## src/rtl/pop_scheduler_if.sv

```systemverilog
// Bundle of FIFO-side and downstream-side signals of pop_scheduler.
// master = the environment (FIFOs + sink), slave = the scheduler.
interface pop_scheduler_if #(
    parameter int unsigned data_width = 10
);
    logic                  init;
    logic                  pause;
    logic                  empty_F0;
    logic                  empty_F1;
    logic                  empty_F2;
    logic                  empty_F3;
    logic [data_width-1:0] data_F0;
    logic [data_width-1:0] data_F1;
    logic [data_width-1:0] data_F2;
    logic [data_width-1:0] data_F3;
    logic                  pop_F0;
    logic                  pop_F1;
    logic                  pop_F2;
    logic                  pop_F3;
    logic [data_width-1:0] data_out;
    logic                  valid_out;
    logic                  IDLE;
    logic [1:0]            state;

    modport master (
        output init, pause,
        output empty_F0, empty_F1, empty_F2, empty_F3,
        output data_F0, data_F1, data_F2, data_F3,
        input  pop_F0, pop_F1, pop_F2, pop_F3,
        input  data_out, valid_out, IDLE, state
    );

    modport slave (
        input  init, pause,
        input  empty_F0, empty_F1, empty_F2, empty_F3,
        input  data_F0, data_F1, data_F2, data_F3,
        output pop_F0, pop_F1, pop_F2, pop_F3,
        output data_out, valid_out, IDLE, state
    );
endinterface

```

## src/rtl/pop_scheduler.sv

```systemverilog
// Four-FIFO pop scheduler: round-robin grant, one pop per cycle, registered output word.
// Define POP_SCHED_STRICT_PRIO_EN for fixed priority F0>F1>F2>F3 instead of round-robin.
module pop_scheduler #(
    parameter int unsigned data_width = 10
) (
    input logic            clk,
    input logic            reset,
    pop_scheduler_if.slave bus
);
    localparam int unsigned NUM_FIFO = 4;
    localparam int unsigned IDX_W    = 2;

    typedef enum logic [1:0] {
        ST_RESET  = 2'd0,
        ST_INIT   = 2'd1,
        ST_IDLE   = 2'd2,
        ST_ACTIVE = 2'd3
    } state_t;

    state_t                r_state;
    state_t                w_state_nxt;
    logic [data_width-1:0] r_data;
    logic                  r_valid;
    logic                  r_idle;

    logic [NUM_FIFO-1:0]   w_empty;
    logic                  w_any;
    logic [IDX_W-1:0]      w_grant;
    logic                  w_grant_vld;
    logic                  w_pop_en;
    logic [NUM_FIFO-1:0]   w_pop;
    logic [data_width-1:0] w_data_sel;

    assign w_empty = {bus.empty_F3, bus.empty_F2, bus.empty_F1, bus.empty_F0};
    assign w_any   = (w_empty != {NUM_FIFO{1'b1}});

`ifdef POP_SCHED_STRICT_PRIO_EN
    // Lowest-numbered non-empty FIFO wins.
    always_comb begin
        w_grant     = '0;
        w_grant_vld = 1'b0;
        for (int unsigned k = 0; k < NUM_FIFO; k++) begin
            if (!w_grant_vld && !w_empty[k]) begin
                w_grant     = IDX_W'(k);
                w_grant_vld = 1'b1;
            end
        end
    end
`else
    logic [IDX_W-1:0] r_last;

    // Search starts just after the last popped FIFO and wraps back to it.
    always_comb begin
        w_grant     = '0;
        w_grant_vld = 1'b0;
        for (int unsigned k = 1; k <= NUM_FIFO; k++) begin
            if (!w_grant_vld && !w_empty[r_last + IDX_W'(k)]) begin
                w_grant     = r_last + IDX_W'(k);
                w_grant_vld = 1'b1;
            end
        end
    end

    always_ff @(posedge clk or negedge reset) begin
        if (!reset) begin
            r_last <= IDX_W'(NUM_FIFO - 1);
        end else if (w_pop_en) begin
            r_last <= w_grant;
        end
    end
`endif

    assign w_pop_en = (r_state == ST_ACTIVE) && !bus.pause && !bus.init && w_grant_vld;
    assign w_pop    = w_pop_en ? (NUM_FIFO'(1) << w_grant) : '0;

    always_comb begin
        w_data_sel = bus.data_F0;
        case (w_grant)
            2'd0: w_data_sel = bus.data_F0;
            2'd1: w_data_sel = bus.data_F1;
            2'd2: w_data_sel = bus.data_F2;
            2'd3: w_data_sel = bus.data_F3;
            default: w_data_sel = bus.data_F0;
        endcase
    end

    // Next-state logic; init overrides everything once past RESET.
    always_comb begin
        w_state_nxt = r_state;
        case (r_state)
            ST_RESET:  w_state_nxt = ST_INIT;
            ST_INIT:   if (!bus.init) w_state_nxt = ST_IDLE;
            ST_IDLE: begin
                if (bus.init)  w_state_nxt = ST_INIT;
                else if (w_any) w_state_nxt = ST_ACTIVE;
            end
            ST_ACTIVE: begin
                if (bus.init)   w_state_nxt = ST_INIT;
                else if (!w_any) w_state_nxt = ST_IDLE;
            end
            default:   w_state_nxt = ST_RESET;
        endcase
    end

    always_ff @(posedge clk or negedge reset) begin
        if (!reset) begin
            r_state <= ST_RESET;
            r_idle  <= 1'b0;
            r_valid <= 1'b0;
            r_data  <= '0;
        end else begin
            r_state <= w_state_nxt;
            r_idle  <= (w_state_nxt == ST_IDLE);
            r_valid <= w_pop_en;
            if (w_pop_en) begin
                r_data <= w_data_sel;
            end
        end
    end

    assign bus.pop_F0    = w_pop[0];
    assign bus.pop_F1    = w_pop[1];
    assign bus.pop_F2    = w_pop[2];
    assign bus.pop_F3    = w_pop[3];
    assign bus.data_out  = r_data;
    assign bus.valid_out = r_valid;
    assign bus.IDLE      = r_idle;
    assign bus.state     = r_state;
endmodule

```

## src/flat_wrapper.sv

```systemverilog
// flat-port wrapper written by rule: the top's interface ports become plain ports
module pop_scheduler_flat 
#(
    parameter int unsigned data_width = 10
)
  (clk, reset, bus_init, bus_pause, bus_empty_F0, bus_empty_F1, bus_empty_F2, bus_empty_F3, bus_data_F0, bus_data_F1, bus_data_F2, bus_data_F3, bus_pop_F0, bus_pop_F1, bus_pop_F2, bus_pop_F3, bus_data_out, bus_valid_out, bus_IDLE, bus_state);
  pop_scheduler_if #(.data_width(data_width)) bus_i ();
  input logic clk;
  input logic reset;
  input wire logic [$bits(bus_i.init)-1:0] bus_init;
  input wire logic [$bits(bus_i.pause)-1:0] bus_pause;
  input wire logic [$bits(bus_i.empty_F0)-1:0] bus_empty_F0;
  input wire logic [$bits(bus_i.empty_F1)-1:0] bus_empty_F1;
  input wire logic [$bits(bus_i.empty_F2)-1:0] bus_empty_F2;
  input wire logic [$bits(bus_i.empty_F3)-1:0] bus_empty_F3;
  input wire logic [$bits(bus_i.data_F0)-1:0] bus_data_F0;
  input wire logic [$bits(bus_i.data_F1)-1:0] bus_data_F1;
  input wire logic [$bits(bus_i.data_F2)-1:0] bus_data_F2;
  input wire logic [$bits(bus_i.data_F3)-1:0] bus_data_F3;
  output wire logic [$bits(bus_i.pop_F0)-1:0] bus_pop_F0;
  output wire logic [$bits(bus_i.pop_F1)-1:0] bus_pop_F1;
  output wire logic [$bits(bus_i.pop_F2)-1:0] bus_pop_F2;
  output wire logic [$bits(bus_i.pop_F3)-1:0] bus_pop_F3;
  output wire logic [$bits(bus_i.data_out)-1:0] bus_data_out;
  output wire logic [$bits(bus_i.valid_out)-1:0] bus_valid_out;
  output wire logic [$bits(bus_i.IDLE)-1:0] bus_IDLE;
  output wire logic [$bits(bus_i.state)-1:0] bus_state;
  assign bus_i.init = bus_init;
  assign bus_i.pause = bus_pause;
  assign bus_i.empty_F0 = bus_empty_F0;
  assign bus_i.empty_F1 = bus_empty_F1;
  assign bus_i.empty_F2 = bus_empty_F2;
  assign bus_i.empty_F3 = bus_empty_F3;
  assign bus_i.data_F0 = bus_data_F0;
  assign bus_i.data_F1 = bus_data_F1;
  assign bus_i.data_F2 = bus_data_F2;
  assign bus_i.data_F3 = bus_data_F3;
  assign bus_pop_F0 = bus_i.pop_F0;
  assign bus_pop_F1 = bus_i.pop_F1;
  assign bus_pop_F2 = bus_i.pop_F2;
  assign bus_pop_F3 = bus_i.pop_F3;
  assign bus_data_out = bus_i.data_out;
  assign bus_valid_out = bus_i.valid_out;
  assign bus_IDLE = bus_i.IDLE;
  assign bus_state = bus_i.state;
  pop_scheduler #(.data_width(data_width)) u_core (.clk(clk), .reset(reset), .bus(bus_i));
endmodule
```

## config.mk

```make
export PLATFORM = sky130hd
export DESIGN_NAME = pop_scheduler_flat
export DESIGN_NICKNAME = d
export VERILOG_FILES = /design/src/rtl/pop_scheduler_if.sv /design/src/rtl/pop_scheduler.sv /design/src/flat_wrapper.sv
export SDC_FILE = /design/constraint.sdc
export NUM_CORES = 1
export LEC_CHECK = 0
export ABC_AREA = 1
export BUFFER_PORTS_ARGS = -buffer_cell sky130_fd_sc_hd__clkbuf_2
export CAP_MARGIN = 20
export CELL_PAD_IN_SITES_DETAIL_PLACEMENT = 1
export CELL_PAD_IN_SITES_GLOBAL_PLACEMENT = 1
export CORE_MARGIN = 2
export CORE_UTILIZATION = 28
export CTS_BUF_LIST = sky130_fd_sc_hd__clkbuf_16
export DETAILED_ROUTE_END_ITERATION = 10
export PLACE_DENSITY = 0.78
export SLEW_MARGIN = 20
export SYNTH_ARGS = -nofsm -noshare
export SYNTH_HDL_FRONTEND = slang
export SYNTH_SLANG_ARGS = --single-unit
```

## constraint.sdc

```tcl
create_clock -name clk -period 1.7 [get_ports clk]
set_input_delay 0.17 -clock clk [delete_from_list [all_inputs] [get_ports clk]]
set_output_delay 0.17 -clock clk [all_outputs]
set_load 0.01 [all_outputs]
```

==> impl_metrics.tcl <==
set metrics [dict create \
    die_h_um 75.41 \
    cts_max_level 1 \
    critPathLaunchType "register" \
    synth.area.top_cells "dfrtp_1, nand2_1, nand3_1, buf_6, nand3b_1" \
    fmax_ghz 0.4376 \
    start_util_pct 29.64 \
    cts_root_buf "clkbuf_16" \
    crit_fanout 6 \
    place_ws_ns -0.3992 \
    syn_to_final_growth_pct 66.35 \
    grt_pass1_vias 1824 \
    cp_top_family "simple AND/OR/NAND/NOR gates" \
    synth_ff_type "dfrtp_1" \
    filler_cell_count 635 \
    antenna_cells 0 \
    max_stage_delay_ns 0.57 \
    drt_iter0_drc 51 \
    synth_area_leader_cell "dfrtp_1" \
    io_pins 66 \
    numCtsBuffers 3 \
    die-area_um2 5686 \
    syn-num-nets 263 \
    total_power_mw 5.562 \
    netlist_instances 215 \
    critical_path.startpoint "u_core.r_last[0]" \
    whs_ns 0.1780 \
    hold_class "primary input to register" \
    timing.rr.start "u_core.r_last[0]" \
    synthTopCellsByCount "nand2_1, nand3_1, inv_1, dfrtp_1" \
    grt_first_pass_wirelength_um 8286 \
    syn_area_um2 1428 \
    endpoint "bus_pop_F3" \
    vias 1754 \
    grt_max_degree 17 \
    grt_usage_pct 19.40 \
    crit_required_ns 1.53 \
    coreArea_um2 4817 \
    slowest_stage "dfstp_2" \
    vias_per_cell 4.741 \
    drive_above_1_share_pct 52.48 \
    finalMaxSlewViolations 0 \
    nNetsFinal 352 \
    antenna_found_initial 0 \
    yosysWarnings 0 \
    rows 25 \
    cp.arrival_ns 2.12 \
    cts_tree "done" \
    fin_crit_ns 2.285 \
    worst_pin_slew_ns 0.8977 \
    rsz0062_at_grt "true" \
    worst-r2r-cell-count 14 \
    wl_per_cell_um 15.81 \
    drc_errors 0 \
    post-route-period-util_pct 134.4 \
    grt.overflow.total 0 \
    io_buffer_count 65 \
    die_width_um 75.41 \
    dr.pass1.iters 4 \
    synth_seq_cells 16 \
    worst_clock_skew_ns 0.005225 \
    critPathKind "register to primary output" \
    crit_cells 12 \
    leakagePower_nw 1.313 \
    regToRegSetupSlack_ns -0.52 \
    cap_violations 0 \
    violations "negative setup slack" \
    antenna_left 0 \
    critPathCaptureType "primary output" \
    peakVddDrop_mv 0.9290 \
    clockBufferDepth 2 \
    rr_endpoint "u_core.bus.data_out[8]" \
    drt-total-wl_um 5849 \
    dp_hpwl_um 3824 \
    synth_top_area_share_pct 24.54 \
    clkLatencyLatePin_ns 0.25 \
    finalHoldViolations 0 \
    critPathMostFrequentCell "nand2_2" \
    path_cells "buf_12 -> nand2_2 -> nand2_2 -> nand2_2 -> nand2_4 -> nand2_1 -> nor2_2 -> nand2_2 -> nand2_8 -> nand2_4 -> nor2_2 -> buf_2" \
    crit_buf_inv 2 \
    setup_ws_ns -0.5851 \
    powerDensity_nw_per_um2 2342 \
    synth_edf_count 0 \
    clock_sink_count 16 \
    synth_most_common_cell "nand2_1" \
    synth_async_sr_flop_share_pct 100.0 \
    synth.distinct_cells 22 \
    synth_area_per_cell_um2 6.640 \
    routabilityCongestion 0.7643 \
    clk_pin_slew_ns 0.05 \
    status "finished with violations" \
    setup_viol 16 \
    relSlewSlack_pct 39.60 \
    ys_seq_area_share_pct 28.22 \
]
[routing by layer]
layer / share of wire [%] / track usage (%) / vias to the layer above
met3: 3.4 / 1.984 / 4
met2: 55 / 37.49 / 41
met4: 0.96 / 5.263 / 0
met1: 40 / 22.45 / 836
li1: - / - / 873
met5: 0 / 0 / -
[repair_timing]
action,CTS,global route
endpoints found under the setup margin,16,16
pin swaps,30,23
endpoints found under the hold margin,14,0
hold buffers,1,0
setup buffers,11,1
resized for setup,44,31
gates cloned,1,2
[cell families (layout without fill, tap and decap cells)]
logic type             after synthesis  after routing  synth area share [%]
and+or+nand+nor                    147            148                 50.22
buffers and inverters               37            124                 14.29
DFF                                 16             16                 28.22
AOI/OAI and AO/OA                   15             15                 7.274
[worst register-to-register path: cells and delay by family, from the launching register on]
family	cells	cell delay (ns)
and+or+nand+nor	10	0.95
buffers and inverters	3	0.43
DFF	1	0.57
AOI/OAI and AO/OA	1	0.16
[through the flow]
stage	std cells	instance area [um^2]	TNS [ns]	utilization, %
after floorplan	215	1466	-1.944	-
after global placement	350	1893	-4.570	39.30
after detailed placement	350	1893	-5.608	39.30
after CTS	367	2247	-5.568	46.65
after global routing	370	2375	-8.661	49.30
final	370	2375	-7.121	49.30
[how the worst min path moves through the flow]
stage	from	to	slack, ns	depth (start not counted)
after floorplan	reset	u_core.bus.IDLE	-0.13	0
after global placement	reset	u_core.bus.data_out[9]	0.12	1
after detailed placement	reset	u_core.bus.data_out[9]	0.13	1
after CTS	bus_init	u_core.bus.state[1]	0.19	2
after global routing	bus_init	u_core.bus.state[1]	0.22	2
final	bus_init	u_core.bus.state[1]	0.18	2
[layout make-up]
type | count | area [um^2] | area share (%)
clock buffer | 3 | 75.07 | 3.161
clock inverter | 1 | 3.754 | 0.1581
inverter | 25 | 121.4 | 5.111
multi-input combinational | 163 | 1067 | 44.94
sequential | 16 | 402.9 | 16.97
tap | 67 | 83.83 | 3.530
timing repair buffer | 94 | 611.8 | 25.76
timing repair inverter | 1 | 8.758 | 0.3688
[cells in the final DEF (no fill, tap or decap), types with 2 or more instances in the layout]
cell and count:
inv_6 3, o21ai_0 2, inv_2 2, nand3_1 20, nand2_8 2, nand2_4 17, nor2_4 3, buf_12 2
nand3_2 2, nand2_2 20, clkbuf_2 62, o21bai_1 9, clkbuf_16 3, buf_6 9, nor2_2 3, buf_4 16
buf_2 3, dfrtp_1 14, inv_1 18, dfstp_2 2, inv_4 2, nand3b_1 11, nand2_1 55, nand4_1 11
[power by group]
part | leakage (nW) | internal [mW] | switching [mW]
combinational | 1.08 | 1.94 | 2.50
sequential | 0.196 | 0.539 | 0.118
clock | 0.0385 | 0.312 | 0.155
total | 1.31 | 2.79 | 2.77
[registers in the layout, indices dropped and copies added (netlist names)]
name and cells:
u_core.r_last 2, u_core.bus.valid_out 1, u_core.bus.state 2, u_core.bus.data_out 10
u_core.bus.IDLE 1
No activity file was read; power rests on OpenSTA's default activity.
